--- src/rtl/alu_pkg.sv ---
// Shared types and constants for the ALU issue controller: ALUctr codes, MIPS
// opcode/funct values, FSM states, response exception codes and immediate selects.
package alu_pkg;

  typedef enum logic [2:0] {
    CTR_ADDU = 3'b000,
    CTR_ADD  = 3'b001,
    CTR_OR   = 3'b010,
    CTR_SUBU = 3'b100,
    CTR_SUB  = 3'b101,
    CTR_SLTU = 3'b110,
    CTR_SLT  = 3'b111
  } alu_ctr_e;

  localparam logic [5:0] OP_RTYPE = 6'b000000;
  localparam logic [5:0] OP_ADDIU = 6'b001001;
  localparam logic [5:0] OP_SLTI  = 6'b001010;
  localparam logic [5:0] OP_SLTIU = 6'b001011;
  localparam logic [5:0] OP_ORI   = 6'b001101;

  localparam logic [5:0] FN_ADDU = 6'b100001;
  localparam logic [5:0] FN_ADD  = 6'b100000;
  localparam logic [5:0] FN_OR   = 6'b100101;
  localparam logic [5:0] FN_SUBU = 6'b100011;
  localparam logic [5:0] FN_SUB  = 6'b100010;
  localparam logic [5:0] FN_SLTU = 6'b101011;
  localparam logic [5:0] FN_SLT  = 6'b101010;

  typedef enum logic [1:0] {
    ST_IDLE,
    ST_DECODE,
    ST_EXEC,
    ST_RESP
  } state_e;

  typedef enum logic [1:0] {
    EXC_OK  = 2'b00,
    EXC_OVF = 2'b01,
    EXC_ILL = 2'b10
  } exc_e;

  typedef enum logic [1:0] {
    IMM_NONE,
    IMM_SEXT,
    IMM_ZEXT
  } imm_sel_e;

  // Only the trapping arithmetic ops may raise an overflow exception.
  function automatic logic is_ovf_op(input alu_ctr_e ctr);
    return (ctr == CTR_ADD) || (ctr == CTR_SUB);
  endfunction

endpackage

--- src/rtl/alu_decode.sv ---
// Combinational MIPS decoder: instruction word -> ALUctr, legality, immediate select.
// Defining ALU_ITYPE_EN adds ADDIU/SLTI/SLTIU/ORI; otherwise those opcodes are illegal.
module alu_decode
  import alu_pkg::*;
(
  input  logic [31:0] instr,
  output alu_ctr_e    ctr,
  output logic        legal,
  output imm_sel_e    imm_sel
);

  logic [5:0] opcode;
  logic [5:0] funct;
  logic       unused_fields;

  assign opcode        = instr[31:26];
  assign funct         = instr[5:0];
  assign unused_fields = ^instr[25:6];

  always_comb begin
    ctr     = CTR_ADDU;
    legal   = 1'b0;
    imm_sel = IMM_NONE;
    case (opcode)
      OP_RTYPE: begin
        legal = 1'b1;
        case (funct)
          FN_ADDU: ctr = CTR_ADDU;
          FN_ADD:  ctr = CTR_ADD;
          FN_OR:   ctr = CTR_OR;
          FN_SUBU: ctr = CTR_SUBU;
          FN_SUB:  ctr = CTR_SUB;
          FN_SLTU: ctr = CTR_SLTU;
          FN_SLT:  ctr = CTR_SLT;
          default: legal = 1'b0;
        endcase
      end
`ifdef ALU_ITYPE_EN
      OP_ADDIU: begin
        ctr = CTR_ADDU; legal = 1'b1; imm_sel = IMM_SEXT;
      end
      OP_SLTI: begin
        ctr = CTR_SLT;  legal = 1'b1; imm_sel = IMM_SEXT;
      end
      OP_SLTIU: begin
        ctr = CTR_SLTU; legal = 1'b1; imm_sel = IMM_SEXT;
      end
      OP_ORI: begin
        ctr = CTR_OR;   legal = 1'b1; imm_sel = IMM_ZEXT;
      end
`endif
      default: ;
    endcase
  end

endmodule

--- src/rtl/alu_issue_ctrl.sv ---
// Issue controller for an external MIPS ALU: accepts one request, decodes it, drives the
// ALU, captures the result and holds a response until consumed. Option: ALU_ITYPE_EN.
module alu_issue_ctrl
  import alu_pkg::*;
#(
  parameter int CNT_W = 16
) (
  input  logic             clk,
  input  logic             rst_n,
  input  logic             req_valid,
  output logic             req_ready,
  input  logic [31:0]      req_instr,
  input  logic [31:0]      req_a,
  input  logic [31:0]      req_b,
  output logic [31:0]      alu_a,
  output logic [31:0]      alu_b,
  output logic [2:0]       alu_ctr,
  input  logic [31:0]      alu_result,
  input  logic             alu_overflow,
  input  logic             alu_z,
  output logic             rsp_valid,
  input  logic             rsp_ready,
  output logic [31:0]      rsp_data,
  output logic             rsp_zero,
  output logic [1:0]       rsp_exc,
  output logic [CNT_W-1:0] op_count
);

  state_e           state_q;
  logic [31:0]      instr_q;
  logic [31:0]      opa_q;
  logic [31:0]      opb_q;
  logic [31:0]      alu_a_q;
  logic [31:0]      alu_b_q;
  logic [31:0]      alu_b_d;
  alu_ctr_e         alu_ctr_q;
  logic             req_ready_q;
  logic             rsp_valid_q;
  logic [31:0]      rsp_data_q;
  logic             rsp_zero_q;
  exc_e             rsp_exc_q;
  logic [CNT_W-1:0] op_count_q;
  logic [CNT_W-1:0] op_count_d;

  alu_ctr_e dec_ctr;
  logic     dec_legal;
  imm_sel_e dec_imm_sel;

  alu_decode u_decode (
    .instr   (instr_q),
    .ctr     (dec_ctr),
    .legal   (dec_legal),
    .imm_sel (dec_imm_sel)
  );

  always_comb begin
    alu_b_d = opb_q;
    case (dec_imm_sel)
      IMM_SEXT: alu_b_d = {{16{instr_q[15]}}, instr_q[15:0]};
      IMM_ZEXT: alu_b_d = {16'h0000, instr_q[15:0]};
      default:  alu_b_d = opb_q;
    endcase
  end

  assign op_count_d = op_count_q + CNT_W'(1);

  // rsp_valid rises one edge after entering RESP, so the response appears three
  // edges after acceptance for ALU ops and two for illegal instructions.
  always_ff @(posedge clk) begin
    if (!rst_n) begin
      state_q     <= ST_IDLE;
      instr_q     <= '0;
      opa_q       <= '0;
      opb_q       <= '0;
      alu_a_q     <= '0;
      alu_b_q     <= '0;
      alu_ctr_q   <= CTR_ADDU;
      req_ready_q <= 1'b1;
      rsp_valid_q <= 1'b0;
      rsp_data_q  <= '0;
      rsp_zero_q  <= 1'b0;
      rsp_exc_q   <= EXC_OK;
      op_count_q  <= '0;
    end else begin
      case (state_q)
        ST_IDLE: begin
          if (req_valid) begin
            instr_q     <= req_instr;
            opa_q       <= req_a;
            opb_q       <= req_b;
            req_ready_q <= 1'b0;
            state_q     <= ST_DECODE;
          end
        end
        ST_DECODE: begin
          if (dec_legal) begin
            alu_a_q   <= opa_q;
            alu_b_q   <= alu_b_d;
            alu_ctr_q <= dec_ctr;
            state_q   <= ST_EXEC;
          end else begin
            rsp_data_q <= '0;
            rsp_zero_q <= 1'b0;
            rsp_exc_q  <= EXC_ILL;
            state_q    <= ST_RESP;
          end
        end
        ST_EXEC: begin
          if (alu_overflow && is_ovf_op(alu_ctr_q)) begin
            rsp_data_q <= '0;
            rsp_exc_q  <= EXC_OVF;
          end else begin
            rsp_data_q <= alu_result;
            rsp_exc_q  <= EXC_OK;
          end
          rsp_zero_q <= alu_z;
          state_q    <= ST_RESP;
        end
        ST_RESP: begin
          if (rsp_valid_q && rsp_ready) begin
            rsp_valid_q <= 1'b0;
            req_ready_q <= 1'b1;
            op_count_q  <= op_count_d;
            state_q     <= ST_IDLE;
          end else begin
            rsp_valid_q <= 1'b1;
          end
        end
        default: state_q <= ST_IDLE;
      endcase
    end
  end

  assign req_ready = req_ready_q;
  assign alu_a     = alu_a_q;
  assign alu_b     = alu_b_q;
  assign alu_ctr   = alu_ctr_q;
  assign rsp_valid = rsp_valid_q;
  assign rsp_data  = rsp_data_q;
  assign rsp_zero  = rsp_zero_q;
  assign rsp_exc   = rsp_exc_q;
  assign op_count  = op_count_q;

endmodule

--- config.mk ---
export PLATFORM = sky130hd
export DESIGN_NAME = alu_issue_ctrl
export DESIGN_NICKNAME = d
export VERILOG_FILES = /design/src/rtl/alu_pkg.sv /design/src/rtl/alu_decode.sv /design/src/rtl/alu_issue_ctrl.sv
export SDC_FILE = /design/constraint.sdc
export NUM_CORES = 1
export LEC_CHECK = 0
export ABC_CLOCK_PERIOD_IN_PS = 3000
export CAP_MARGIN = 20
export CORE_UTILIZATION = 25
export CTS_BUF_LIST = sky130_fd_sc_hd__clkbuf_8
export DETAILED_ROUTE_END_ITERATION = 10
export GPL_ROUTABILITY_DRIVEN = 0
export PLACE_DENSITY = 0.46
export SLEW_MARGIN = 10
export SYNTH_ARGS = -nofsm -noshare
export SYNTH_HDL_FRONTEND = slang
export SYNTH_SLANG_ARGS = --single-unit
--- constraint.sdc ---
create_clock -name clk -period 3 [get_ports clk]
set_input_delay 0.9 -clock clk [delete_from_list [all_inputs] [get_ports clk]]
set_output_delay 0.9 -clock clk [all_outputs]
set_load 0.1 [all_outputs]
======== Word level (Yosys, flattened, before mapping) ========
Index checks and enable logic that the tools add are counted.
cells by class
  $add $sub $neg .......................... 1
  equal/unequal tests ..................... 15
  mux-type cells .......................... 20
  reductions and logical operators ........ 14
operator list
  operator                                                          number
  32-bit 2-to-1 mux                                                 2
  32-bit case mux with 2 select lines                               1
  6-bit == test (second input constant)                             7
  3-bit case mux with 6 select lines                                1
  16-bit by 1-bit adder with 16-bit output (second input constant)  1
  2-bit AND reduction                                               5
  1-bit 2-to-1 mux                                                  8
  2-bit case mux with 4 select lines                                1
  7-bit OR reduction                                                1
  6-bit zero test                                                   1
  2-bit 2-to-1 mux                                                  3
  2-bit != test (second input constant)                             3
  2-bit == test (second input constant)                             2
  1-bit case mux with 2 select lines                                2
  2-bit case mux with 2 select lines                                1
  2-bit nonzero test                                                2
  3-bit by 1-bit == test with 1-bit output (second input constant)  1
  3-bit == test (second input constant)                             1
  3-bit 2-to-1 mux                                                  1
  3-bit AND reduction                                               1
  2-bit by 1-bit == test with 1-bit output (second input constant)  1
  1-bit logical AND                                                 2
  2-bit zero test                                                   1
  1-bit logical OR                                                  1
storage, ports and cells
  register bits ........................... 218
  bits of input ports ..................... 134
  output and inout bits ................... 120
  word-level logic and storage cells ...... 63

======== Logic depth before layout (Yosys ltp) ========
  depth after elaboration ................. 6
  depth in mapped cells ................... 8

======== Cells and area by module ========
Synthesis repeated with hierarchy kept, for this count alone.
second synthesis, totals
  cell total of the unflattened synthesis .. 970
  area, all modules ....................... 8022.7 um^2
by module, submodules not included
  module          times used  cells each  area an instance (um^2)  sequential area each (um^2)
  alu_issue_ctrl  1           956         7865.0                   4364.2
  alu_decode      1           14          157.7                    0.0

======== Worst setup path before layout ========
Ideal clock, no wire load.
  kind .................................... register to register
  start point ............................. register rsp_valid_q, in the netlist rsp_valid
  end point ............................... register op_count_q[15], in the netlist op_count[15]
  arrival ................................. 2539 ps
  data required time ...................... 2930 ps
  slack ................................... 391 ps
  stages on the path, launching flop included .. 6
  buffers on the path ..................... 1
  clock period less this slack ............ 2609 ps
  cells stage by stage .................... dfxtp_1 nand4_4 or4_1 buf_2 or4_1 a21oi_1
on the way
  longest elaborated chain between the ends .. 2
ends and longest elaborated chain
  what                           line                   text
  start: declaration             alu_issue_ctrl.sv:38   logic rsp_valid_q;
  start signal: assignment       alu_issue_ctrl.sv:79   rsp_valid_q <= 1'b0;
  start signal: assignment       alu_issue_ctrl.sv:121  rsp_valid_q <= 1'b0;
  start signal: assignment       alu_issue_ctrl.sv:126  rsp_valid_q <= 1'b1;
  1-bit logical AND              alu_issue_ctrl.sv:120  if (rsp_valid_q && rsp_ready) begin
  2-bit AND reduction (no line)  n/a
  end signal: assignment         alu_issue_ctrl.sv:123  op_count_q <= op_count_d;
  end: declaration               alu_issue_ctrl.sv:42   logic [CNT_W-1:0] op_count_q;
Every way passes these cells.
A chain may end at the register's enable or synchronous reset.

======== Worst setup path in the final report ========
  start point ............................. input port rsp_ready
  end point ............................... register op_count_q[15], in the netlist op_count[15]
on the way
  longest elaborated chain between the ends .. 2
ends and longest elaborated chain
  what                           line                   text
  start: declaration             alu_issue_ctrl.sv:22   input logic rsp_ready,
  1-bit logical AND              alu_issue_ctrl.sv:120
  2-bit AND reduction (no line)  n/a
Every way passes these cells.

==> results by group <==
Setup path
  – Flop2flop setup slack: 0.74 ns
  – R2R depth: 5
  – Top cell family by delay on the critical path: simple AND/OR/NAND/NOR gates
  – Critical Path RT: about 3.4 ns
  – Critical-path cell list: clkdlybuf4s50_1 > nand4_4 > or4_1 > or4_1 > a21oi_1
  – CP max-delay cell: or4_1
  – Worst path buffer plus inverter count: 1
  – CP Launch Type: primary input
  – Crit path top cell by count: or4_1
  – Slowest cell delay on critical path: 0.68 ns
  – Crit Path Category: primary input to register
  – Reg2reg end: rsp_data[17]
  – Arrival @ worst endpoint: 2.87 ns
  – Crit. End Element: register
  – CP max FO: 10
  – Worst r2r src: instr_q[1]

STA
  – RSZ-0062 raised after global routing: no
  – Slew Limit Fails: 0
  – # setup viols final: 0
  – Fmax: approximately 410 MHz
  – Final setup margin: 0.537 ns
  – Rel. slew slack: 0.511
  – Minimum clock period: 2.46 ns
  – Setup total negative slack: 0 ns
  – Fin Clk Skew: roughly 0.027 ns
  – Fin crit share: 0.821
  – Hold Violations, Final: 0
  – Worst-margin pin slew: 0.734 ns

Floorplanning
  – Rows: 63
  – I/O pin count: 254
  – Core ar.: about 30000 µm²
  – Overall die area: 31200 µm²
  – Die width: between 150 and 200 µm
  – Die Span Y: about 180 µm
  – Initial core utilization: 0.256

Power
  – Logic pwr share: 0.362
  – Pleak: 0.00395 µW
  – Int Power: 4340 µW
  – Net switching power: 3230 µW
  – Seq pwr share: 0.402
  – Pwr Density: 718 nW/µm²
  – Peak supply drop: around 0.31 mV
  – Clk pwr share: 0.236
  – Total power draw: 7570 µW
  – Net Sw Frac: 0.427

Synth
  – YS warnings: 0
  – Biggest area consumer among synthesized cells: dfxtp_1
  – Post-synth EDFFs: 0
  – Synth top area share: 0.520
  – Yosys reg bits: 198
  – Distinct cell type count after synthesis: 42
  – Synth Instances: 920
  – Register area share after synthesis: 0.520
  – Main synth FF type: dfxtp_1
  – Async SR Flop Fraction: 0
  – Avg Cell Area, Syn: around 8.3 µm²
  – Mapped Nets: 1060
  – Ranking of synthesized cells by area: dfxtp_1 52%, nand2_1 11%, a21oi_1 10%
  – Mapped Area: 7620 µm²

Final layout
  – Synth-to-layout area growth: 38.3%
  – Multi-input gate area: approximately 3300 µm²
  – Final Cell Area: roughly 11000 µm²
  – Fillers: 3164
  – Fraction of layout cells with a size suffix above 1: 0.171
  – Total Nets Final: 1252
  – Storage element area: 3960 µm²
  – Post-route insts no fill: 1516

GRT
  – Via count of the first global-routing pass: 6712
  – Global-route wire length before repair: just under 40 mm
  – Largest net degree at the start of global routing: 77
  – Remaining global-route overflow: 0
  – Initial antenna violation count: 2
  – GR Util All Layers: 0.160

Clock network
  – Clock buffer depth: 2
  – Clock latency on the worst-skew pair: 0.47 ns
  – Sink Count: between 150 and 200
  – Post-CTS Setup Bufs: 0
  – # hold bufs at CTS: 0
  – H-tree Lvls: 4
  – CTS buffer count: 17
  – Clock root cell: clkbuf_8
  – Post_cts resized: 0
  – Clk slew on worst S/H paths: 0.12 ns
  – CTS tree: done

Placed design
  – IO buf count: 233
  – Dpl cell area: around 10000 µm²
  – Final HPWL DP: around 16 mm
  – Placed cells: 1483
  – Place WS: 0.0664 ns

Routing
  – Detailed Routing Iterations Pass 1: 5
  – Vias per std cell: 4.73
  – WL final: about 25 mm
  – Post-route DRC: 0
  – Detail Route Antenna Nets: 0
  – Via count: 7177
  – WL per Instance: 16.7 µm
  – DR iter-0 viols: just under 400

Status
  – Outcome: finished, final reports clean

Run
  – Max_cap viols: 0

Min path
  – Worst Hold Class: register to register
  – Hold depth: 2
  – Min-Delay Endpoint: opb_q[18]
  – Worst Hold Launch: opb_q[18]
## cells in the final DEF (no fill, tap or decap), drive strengths merged, types with 7 or more instances in the layout
master         synthesis  final
dfxtp                198    198
mux2i                 34     34
o21ai                 76     76
nand2                227    227
nor2                  11     11
clkdlybuf4s50          0    113
inv                    7     15
clkbuf                71     17
nand4                 70     70
a21oi                155    155
buf                   12    143
or3                    7      7
## cell type report
type                            count  area share
Clock buffer                       17      0.0222
Clock inverter                     15      0.0169
Inverter                            7     0.00273
Antenna cell                        1    0.000238
Sequential cell                   198       0.376
Multi-Input combinational cell    632       0.318
Tap cell                          390      0.0463
Timing Repair Buffer              256       0.218
## power by group through the flow
stage	sequential [µW]	clock, µW	combinational, µW
finish	3050	1790	2740
global route	3090	1970	2970
CTS	3050	1870	2790
detailed placement	3110	0	2790
global placement	3100	0	2780
floorplan	3520	0	1390
## worst max path at each step
stage               from            to  cells past startpoint
2_1_floorplan  rsp_valid  op_count[15]                      5
3_3_place_gp   rsp_ready  op_count[15]                      5
3_5_place_dp   rsp_ready  op_count[15]                      5
4_1_cts        rsp_ready  op_count[15]                      5
5_1_grt        rsp_ready  op_count[15]                      5
6_report       rsp_ready  op_count[15]                      5
## synth_stat cells (all sizes together) (3+ instances only)
cell type	count
buf	12
nand2	227
dfxtp	198
or3	7
mux2i	34
ha	6
clkbuf	71
a21oi	155
nand4	70
o21ai	76
or4	6
xnor2	3
nor4	3
nor2	11
o31ai	4
nand3	4
inv	7
## state kept, by name (all words and copies together), names as in the netlist
| name | count |
|---|---|
| alu_b | 32 |
| rsp_data | 32 |
| alu_ctr | 3 |
| instr_q | 12 |
| rsp_exc | 2 |
| alu_a | 32 |
| req_ready | 1 |
| opa_q | 32 |
| opb_q | 32 |
| rsp_zero | 1 |
| rsp_valid | 1 |
| state_q | 2 |
| op_count | 16 |
## worst min-delay path, cell delays in order, from the launching register on
cell,delay (ns)
dfxtp_1,0.33
nand2_1,0.05
a21oi_1,0.05
## routing by layer
metal,part of all wire,global-route usage,vias up
met5,0.00051,0,-
met1,0.46,0.215,3426
li1,-,-,3567
met4,0.0063,0.0316,2
met3,0.057,0.0424,11
met2,0.48,0.257,171
## metrics by stage
step	util	hold WS, ns
finish	0.354	0.463
global route	0.354	0.483
CTS	0.354	0.464
detailed placement	0.340	0.447
global placement	0.340	0.443
floorplan	-	0.431
## cell families (layout without fill, tap and decap cells)
logic type / count (synthesis) / in the layout / synth area share
xor+xnor: 5 / 5 / 0.00575
flops: 198 / 198 / 0.520
buf+inv: 90 / 295 / 0.0450
simple gates: 341 / 341 / 0.207
compound gates: 246 / 246 / 0.167
mux: 34 / 34 / 0.0447
other cells: 0 / 1 / 0
fa+ha+maj: 6 / 6 / 0.00986
(Power assumes the default switching activity.)
